## src/rtl/nco_cfg_ctrl.sv

```systemverilog
// NCO run-time configuration sequencer: merges base frequency, loop-filter correction and
// phase-offset requests into one {POFF, PINC} config beat per update. Optional macro: NCO_CFG_SAT_EN.
module nco_cfg_ctrl #(
   parameter int PW    = 32,
   parameter int ADJ_W = 24,
   parameter int GAP   = 8,
   parameter int CNT_W = 16
) (
   input  logic                    clk,
   input  logic                    rst,
   input  logic [PW-1:0]           freq_base,
   input  logic signed [ADJ_W-1:0] freq_adj,
   input  logic                    adj_vld,
   input  logic [PW-1:0]           phase_off,
   input  logic                    phase_vld,
   output logic [2*PW-1:0]         cfg_tdata,
   output logic                    cfg_tvalid,
   input  logic                    cfg_tready,
   output logic                    cfg_done,
   output logic [PW-1:0]           pinc_cur,
   output logic [CNT_W-1:0]        cfg_cnt,
   output logic                    busy
`ifdef NCO_CFG_SAT_EN
   ,
   output logic                    sat_flag
`endif
);

   localparam int GAP_W = (GAP > 1) ? $clog2(GAP) : 1;

   typedef enum logic [1:0] {
      S_INIT,
      S_IDLE,
      S_SEND,
      S_HOLD
   } state_t;

   state_t                  state;
   state_t                  state_nxt;
   logic                    load_init;
   logic                    load_upd;
   logic                    accept;
   logic                    pend_f;
   logic                    pend_p;
   logic signed [ADJ_W-1:0] adj_reg;
   logic [PW-1:0]           poff_reg;
   logic [PW-1:0]           poff_new;
   logic [PW-1:0]           pinc_new;
   logic [GAP_W-1:0]        gap_cnt;

`ifdef NCO_CFG_SAT_EN
   logic                    clamp;

   // Sum is formed two bits wider than PW so both overflow and underflow are visible.
   function automatic logic [PW:0] pinc_sat(input logic [PW-1:0]           base,
                                            input logic signed [ADJ_W-1:0] adj);
      logic signed [PW+1:0] sum;
      sum = $signed({2'b00, base}) + $signed({{(PW+2-ADJ_W){adj[ADJ_W-1]}}, adj});
      if (sum[PW+1]) begin
         return {1'b1, {PW{1'b0}}};
      end else if (sum[PW]) begin
         return {1'b1, {PW{1'b1}}};
      end else begin
         return {1'b0, sum[PW-1:0]};
      end
   endfunction

   assign {clamp, pinc_new} = pinc_sat(freq_base, adj_reg);
`else
   function automatic logic [PW-1:0] pinc_wrap(input logic [PW-1:0]           base,
                                               input logic signed [ADJ_W-1:0] adj);
      return base + {{(PW-ADJ_W){adj[ADJ_W-1]}}, adj};
   endfunction

   assign pinc_new = pinc_wrap(freq_base, adj_reg);
`endif

   // A beat without a phase request repeats the POFF still held in the config word.
   assign poff_new = pend_p ? poff_reg : cfg_tdata[2*PW-1:PW];
   assign accept   = cfg_tvalid & cfg_tready;

   always_ff @(posedge clk or posedge rst) begin
      if (rst) begin
         state <= S_INIT;
      end else begin
         state <= state_nxt;
      end
   end

   always_comb begin
      state_nxt = state;
      load_init = 1'b0;
      load_upd  = 1'b0;
      case (state)
         S_INIT: begin
            load_init = 1'b1;
            state_nxt = S_SEND;
         end
         S_IDLE: begin
            if (pend_f | pend_p) begin
               load_upd  = 1'b1;
               state_nxt = S_SEND;
            end
         end
         S_SEND: begin
            if (accept) begin
               state_nxt = S_HOLD;
            end
         end
         S_HOLD: begin
            if (gap_cnt == '0) begin
               state_nxt = S_IDLE;
            end
         end
         default: state_nxt = S_INIT;
      endcase
   end

   // Request capture: latest strobe wins, and a strobe coinciding with consumption re-arms.
   always_ff @(posedge clk or posedge rst) begin
      if (rst) begin
         pend_f   <= 1'b0;
         pend_p   <= 1'b0;
         adj_reg  <= '0;
         poff_reg <= '0;
      end else begin
         if (adj_vld) begin
            pend_f  <= 1'b1;
            adj_reg <= freq_adj;
         end else if (load_upd) begin
            pend_f <= 1'b0;
         end
         if (phase_vld) begin
            pend_p   <= 1'b1;
            poff_reg <= phase_off;
         end else if (load_upd) begin
            pend_p <= 1'b0;
         end
      end
   end

   always_ff @(posedge clk or posedge rst) begin
      if (rst) begin
         cfg_tdata  <= '0;
         cfg_tvalid <= 1'b0;
         cfg_done   <= 1'b0;
         pinc_cur   <= '0;
         cfg_cnt    <= '0;
         busy       <= 1'b0;
         gap_cnt    <= '0;
`ifdef NCO_CFG_SAT_EN
         sat_flag   <= 1'b0;
`endif
      end else begin
         busy     <= (state_nxt != S_IDLE);
         cfg_done <= accept;
         if (load_init) begin
            cfg_tdata  <= {{PW{1'b0}}, freq_base};
            cfg_tvalid <= 1'b1;
         end
         if (load_upd) begin
            cfg_tdata  <= {poff_new, pinc_new};
            cfg_tvalid <= 1'b1;
`ifdef NCO_CFG_SAT_EN
            sat_flag   <= sat_flag | clamp;
`endif
         end
         if (accept) begin
            cfg_tvalid <= 1'b0;
            pinc_cur   <= cfg_tdata[PW-1:0];
            cfg_cnt    <= cfg_cnt + CNT_W'(1);
            gap_cnt    <= GAP_W'(GAP - 1);
         end else if ((state == S_HOLD) && (gap_cnt != '0)) begin
            gap_cnt <= gap_cnt - GAP_W'(1);
         end
      end
   end

endmodule

```

## config.mk

```make
export PLATFORM = sky130hd
export DESIGN_NAME = nco_cfg_ctrl
export DESIGN_NICKNAME = d
export VERILOG_FILES = /design/src/rtl/nco_cfg_ctrl.sv
export SDC_FILE = /design/constraint.sdc
export NUM_CORES = 1
export LEC_CHECK = 0
export BUFFER_PORTS_ARGS = -buffer_cell sky130_fd_sc_hd__buf_2
export CAP_MARGIN = 40
export CORE_MARGIN = 8
export CORE_UTILIZATION = 58
export DETAILED_ROUTE_END_ITERATION = 12
export MAX_ROUTING_LAYER = met4
export PLACE_DENSITY_LB_ADDON = 0.3
export SYNTH_ARGS = -nofsm -noshare
export SYNTH_HDL_FRONTEND = slang
export SYNTH_SLANG_ARGS = --single-unit
```

## constraint.sdc

```tcl
create_clock -name clk -period 11.5 [get_ports clk]
set_input_delay 2.3 -clock clk [delete_from_list [all_inputs] [get_ports clk]]
set_output_delay 2.3 -clock clk [all_outputs]
set_load 0.1 [all_outputs]
```

### Yosys cells after proc, flatten, opt, wreduce, memory -nomap -nowiden

Cells that the tools add are included.

| operators by class | value |
|---|---|
| $mul | 0 |
| bitwise operators | 2 |
| reduce and logical (&&, ||, !) cells | 10 |
| equal/unequal tests | 5 |
| muxes and demuxes | 18 |
| shifts and indexed selects | 0 |
| order comparisons | 0 |
| add/subtract/negate cells | 3 |
| divide/modulo/power cells | 0 |

Operators with widths:

| kind | count |
|---|---|
| $mux W64 | 2 |
| $add A32 B32 Y32 | 1 |
| $mux W32 | 1 |
| $add A16 B1 Y16 const B | 1 |
| $mux W1 | 9 |
| $pmux W2 S4 | 1 |
| $reduce_bool A2 Y1 | 4 |
| $mux W2 | 3 |
| $mux W3 | 2 |
| $reduce_bool A3 Y1 | 2 |
| $eq A2 B2 Y1 const B | 2 |
| $ne A2 B1 Y1 const B | 2 |
| $logic_not A3 Y1 | 1 |
| $sub A3 B1 Y3 const B | 1 |
| $eq A2 B1 Y1 const B | 1 |
| $logic_not A2 Y1 | 1 |
| $reduce_and A2 Y1 | 1 |
| $and A1 B1 Y1 | 1 |
| $logic_and A1 B1 Y1 | 1 |
| $or A1 B1 Y1 | 1 |

| storage, ports and cells | value |
|---|---|
| memories kept | 0 |
| register bits | 178 |
| output and inout port bits | 115 |
| bits in read-only memories | 0 |
| latch bits | 0 |
| bits in writable memories | 0 |
| input port bits | 93 |

### Depth between registers and ports, before layout

| logic depth | value |
|---|---|
| word-level depth | 5 |
| gate-level depth with buffers | 11 |
| depth with buffers taken out | 11 |

### Worst setup path after synthesis

Ideal clock, no wire load.

| timing | value |
|---|---|
| path type | input -> register |
| from | input port freq_base[0] |
| to | register cfg_tdata[28] |
| stages | 11 |
| setup time | 73 ps |
| buffers on the path | 0 |
| arrival time | 4490 ps |
| setup slack | 6938 ps |
| cells stage by stage | ha_1 -> fa_1 -> a21o_1 -> o2bb2ai_2 -> o41ai_4 -> o31a_1 -> o21ai_1 -> a21oi_2 -> o21ai_2 -> a41o_1 -> nand3_1 |

| between the ends | value |
|---|---|
| cells in the longest elaborated chain, start to end | 2 |

RTL lines:

| item | line | source |
|---|---|---|
| from (decl) | 11 | `input logic [PW-1:0] freq_base,` |
| $add A32 B32 Y32 | 72 | `return base + {{(PW-ADJ_W){adj[ADJ_W-1]}}, adj};` |
| $mux W64 | 161 | `if (load_upd) begin` |
| to (signal assigned) | 158 | `cfg_tdata <= {{PW{1'b0}}, freq_base};` |
| to (signal assigned) | 162 | `cfg_tdata <= {poff_new, pinc_new};` |
| to (decl) | 16 | `output logic [2*PW-1:0] cfg_tdata,` |

Every way passes these cells.
A chain may end at the register's enable or synchronous reset.

### Final worst setup path

| timing | value |
|---|---|
| from | input port freq_base[0] |
| to | register cfg_tdata[30] |

Same word-level chain as after synthesis.

==> flow_summary.ini <==
[sta]
finalSetupViolations = 0
worst_slew_pin_slew_ns = 0.781
slew_violations = 0
maxSlewHeadroom_pct = 48.0
fmax_ghz = 0.224
min_period_ns = 4.46
finalHoldViolCount = 0
rsz0062_at_grt = no
finClkSkew_ns = 0.00919
min_period_over_period_pct = 38.8
finalSetupTns_ns = 0

[cts]
cts_resized = 0
clock_latency_ns = 0.43
cts_root_buf = clkbuf_16
cts_buffers = 17
cts_hold_buf = 0
clockBufferDepth = 2
cts.htree.levels = 4
cts_tree = yes
post_cts_buffers = 0
cts.reportedPaths.clkPinSlew_ns = 0.07
cts.sinks = 178

[synth]
avgSynthCellArea_sq_um = 11.1
synthTopCellsByArea = dfrtp_1, mux2_2, nand2_1, ha_1, a22o_1
synth-seq-cells = 178
syn-num-nets = 894
synth_top_area_cell = dfrtp_1
ys.flop_type = dfrtp_1
seq_area_frac_synth_pct = 52.2
syn_inst = 766
netlist_area_sq_mm = 0.00853
synth_edf_count = 0
ys_types = 68
yosysTopAreaCellShare_pct = 52.2
async_reset_ff_share_pct = 100
ys.warnings.count = 0

[detailed_routing]
drc_errors = 0
drt_iter0_markers = 400
vias = 6683
viasPerCell = 5.76
wl_per_cell_um = 19.0
drtAntennaViolNets = 0
dr.pass1.iters = 6
drt-total-wl_um = 22100

[final_layout]
largest_register_ffs = 64
area_growth_pct = 21.5
drive_gt1_share_pct = 34.2
seqCellArea_sq_mm = 0.00445
fillCellCount = 1099
fin_nets = 1091
multiInputGateArea_sq_mm = 0.00382

[run_status]
outcome = completed

[global_route]
grt_pass1_vias = 6837
grt-ovfl-total = 0
antenna_found_initial = 0
globalRouteMet2Util_pct = 39.0
top_usage_layer = met2
grt_max_degree = 86
grt_util_met3_pct = 5.03
met1_usage_pct = 31.7
grt_pass1_wl_um = 35600
gr-usage-all-layers_pct = 24.7

[die]
dieArea_sq_mm = 0.0188
core.rowCount = 44
die_height_um = 137
die_w_um = 137
io-pin-count = 208
coreArea_sq_mm = 0.0144
start_util_pct = 59.1

[job]
maxCapViolCount = 0

[hold_path]
min_from = cfg_cnt[15]
holdPathStages = 1
min_to = cfg_cnt[15]
hold_path_class = flip-flop to flip-flop

[placement]
gp_congestion = 0.908
dpl.hpwl_um = 15600
portBuffers = 207

[worst_setup_path]
endpoint_kind = flip-flop
cp_max_fo = 3
worstSetupPathType = primary input to flip-flop
reg2reg_slack_ns = 8.63
ff2ff_path_depth = 11
cp.required_ns = 11.78
crit_path_start_kind = primary input
worstReg2RegEnd = cfg_tdata[30]
crit-reg2reg-launch = adj_reg[0]
cp.arrival_ns = 4.75
[cells in the final DEF (no fill, tap or decap), drive strengths merged, types with 3 or more instances in the layout]
cell and instances:
o211ai 5, a31oi 6, a21oi 27, o21bai 3, mux2 56, a22o 32
o21ai 42, nor2 24, a222oi 4, xnor2 22, inv 23, a21o 19
a31o 3, ha 34, a22oi 24, nand2b 8, buf 217, and3 5
mux2i 3, dfrtp 178, a211oi 4, clkbuf 19, xor2 20, nand3 16
nand4 6, nor3 9, nand2 129, and2 3
[synthesized netlist by cell type, types with 5 or more instances]
master,instances
dfrtp_1,178
nand2_1,129
mux2_2,56
ha_1,34
a22o_1,32
o21ai_0,31
clkbuf_1,27
a21oi_1,25
a22oi_1,24
nor2_1,24
xnor2_1,22
xor2_1,20
a21o_1,16
nand3_1,16
inv_1,15
o21ai_1,10
nand2b_1,8
nor3_1,8
a31oi_1,6
nand4_1,5
[metrics by stage]
stage | hold slack [ns] | utilization [%] | setup slack [ns] | area [sq um] | instances
after floorplan | 0.462 | - | 4.37 | 8530 | 766
after global placement | 0.453 | 66.9 | 6.64 | 9660 | 1125
after detailed placement | 0.458 | 67.5 | 6.59 | 9740 | 1128
after CTS | 0.470 | 71.8 | 7.04 | 10400 | 1160
after global routing | 0.482 | 71.8 | 6.90 | 10400 | 1160
final | 0.468 | 71.8 | 7.04 | 10400 | 1161
[cell type report]
type,count,share of cell area (%)
multi-input combinational,534,36.9
inverter,15,0.592
antenna,1,0.0242
sequential,178,43.0
timing repair buffer,217,11.3
clock buffer,19,4.37
tap,184,2.22
clock inverter,13,1.57
[metal layers]
metal | up-vias | wire length (um)
met3 | 31 | 1570
li1 | 3136 | -
met2 | 253 | 10600
met4 | 0 | 371
met5 | - | 0
met1 | 3263 | 9510
[critical path, stage by stage]
cell and delay [ns]:
buf_2 0.11, ha_1 0.24, fa_1 0.41, a21o_1 0.22, o2bb2ai_2 0.14, o41ai_4 0.41
o311ai_1 0.16, a31oi_1 0.31, nor3_1 0.11, nor2_1 0.12, xor2_1 0.15, o21ai_1 0.07
[worst max path at each step]
| stage | from | end | slack [ns] | depth (start not counted) |
|---|---|---|---|---|
| floorplan | rst | adj_reg[0] | 4.37 | 1 |
| global placement | freq_base[0] | cfg_tdata[30] | 6.64 | 12 |
| detailed placement | freq_base[0] | cfg_tdata[30] | 6.59 | 12 |
| CTS | freq_base[0] | cfg_tdata[30] | 7.04 | 12 |
| global route | freq_base[0] | cfg_tdata[30] | 6.90 | 12 |
| finish | freq_base[0] | cfg_tdata[30] | 7.04 | 12 |
[kinds of logic (layout without fill, tap and decap cells)]
group / Yosys count / in the layout / synth area share, %
fa+ha+maj: 35 / 35 / 5.22
other cells: 0 / 1 / 0
buf+inv: 54 / 264 / 3.01
xor+xnor: 42 / 42 / 4.31
compound gates: 189 / 189 / 16.6
simple gates: 209 / 209 / 10.8
mux: 59 / 59 / 7.75
flops: 178 / 178 / 52.2
Power is not shown: default switching activity piles up to over one toggle a cycle in this logic, so the estimate is an artifact.
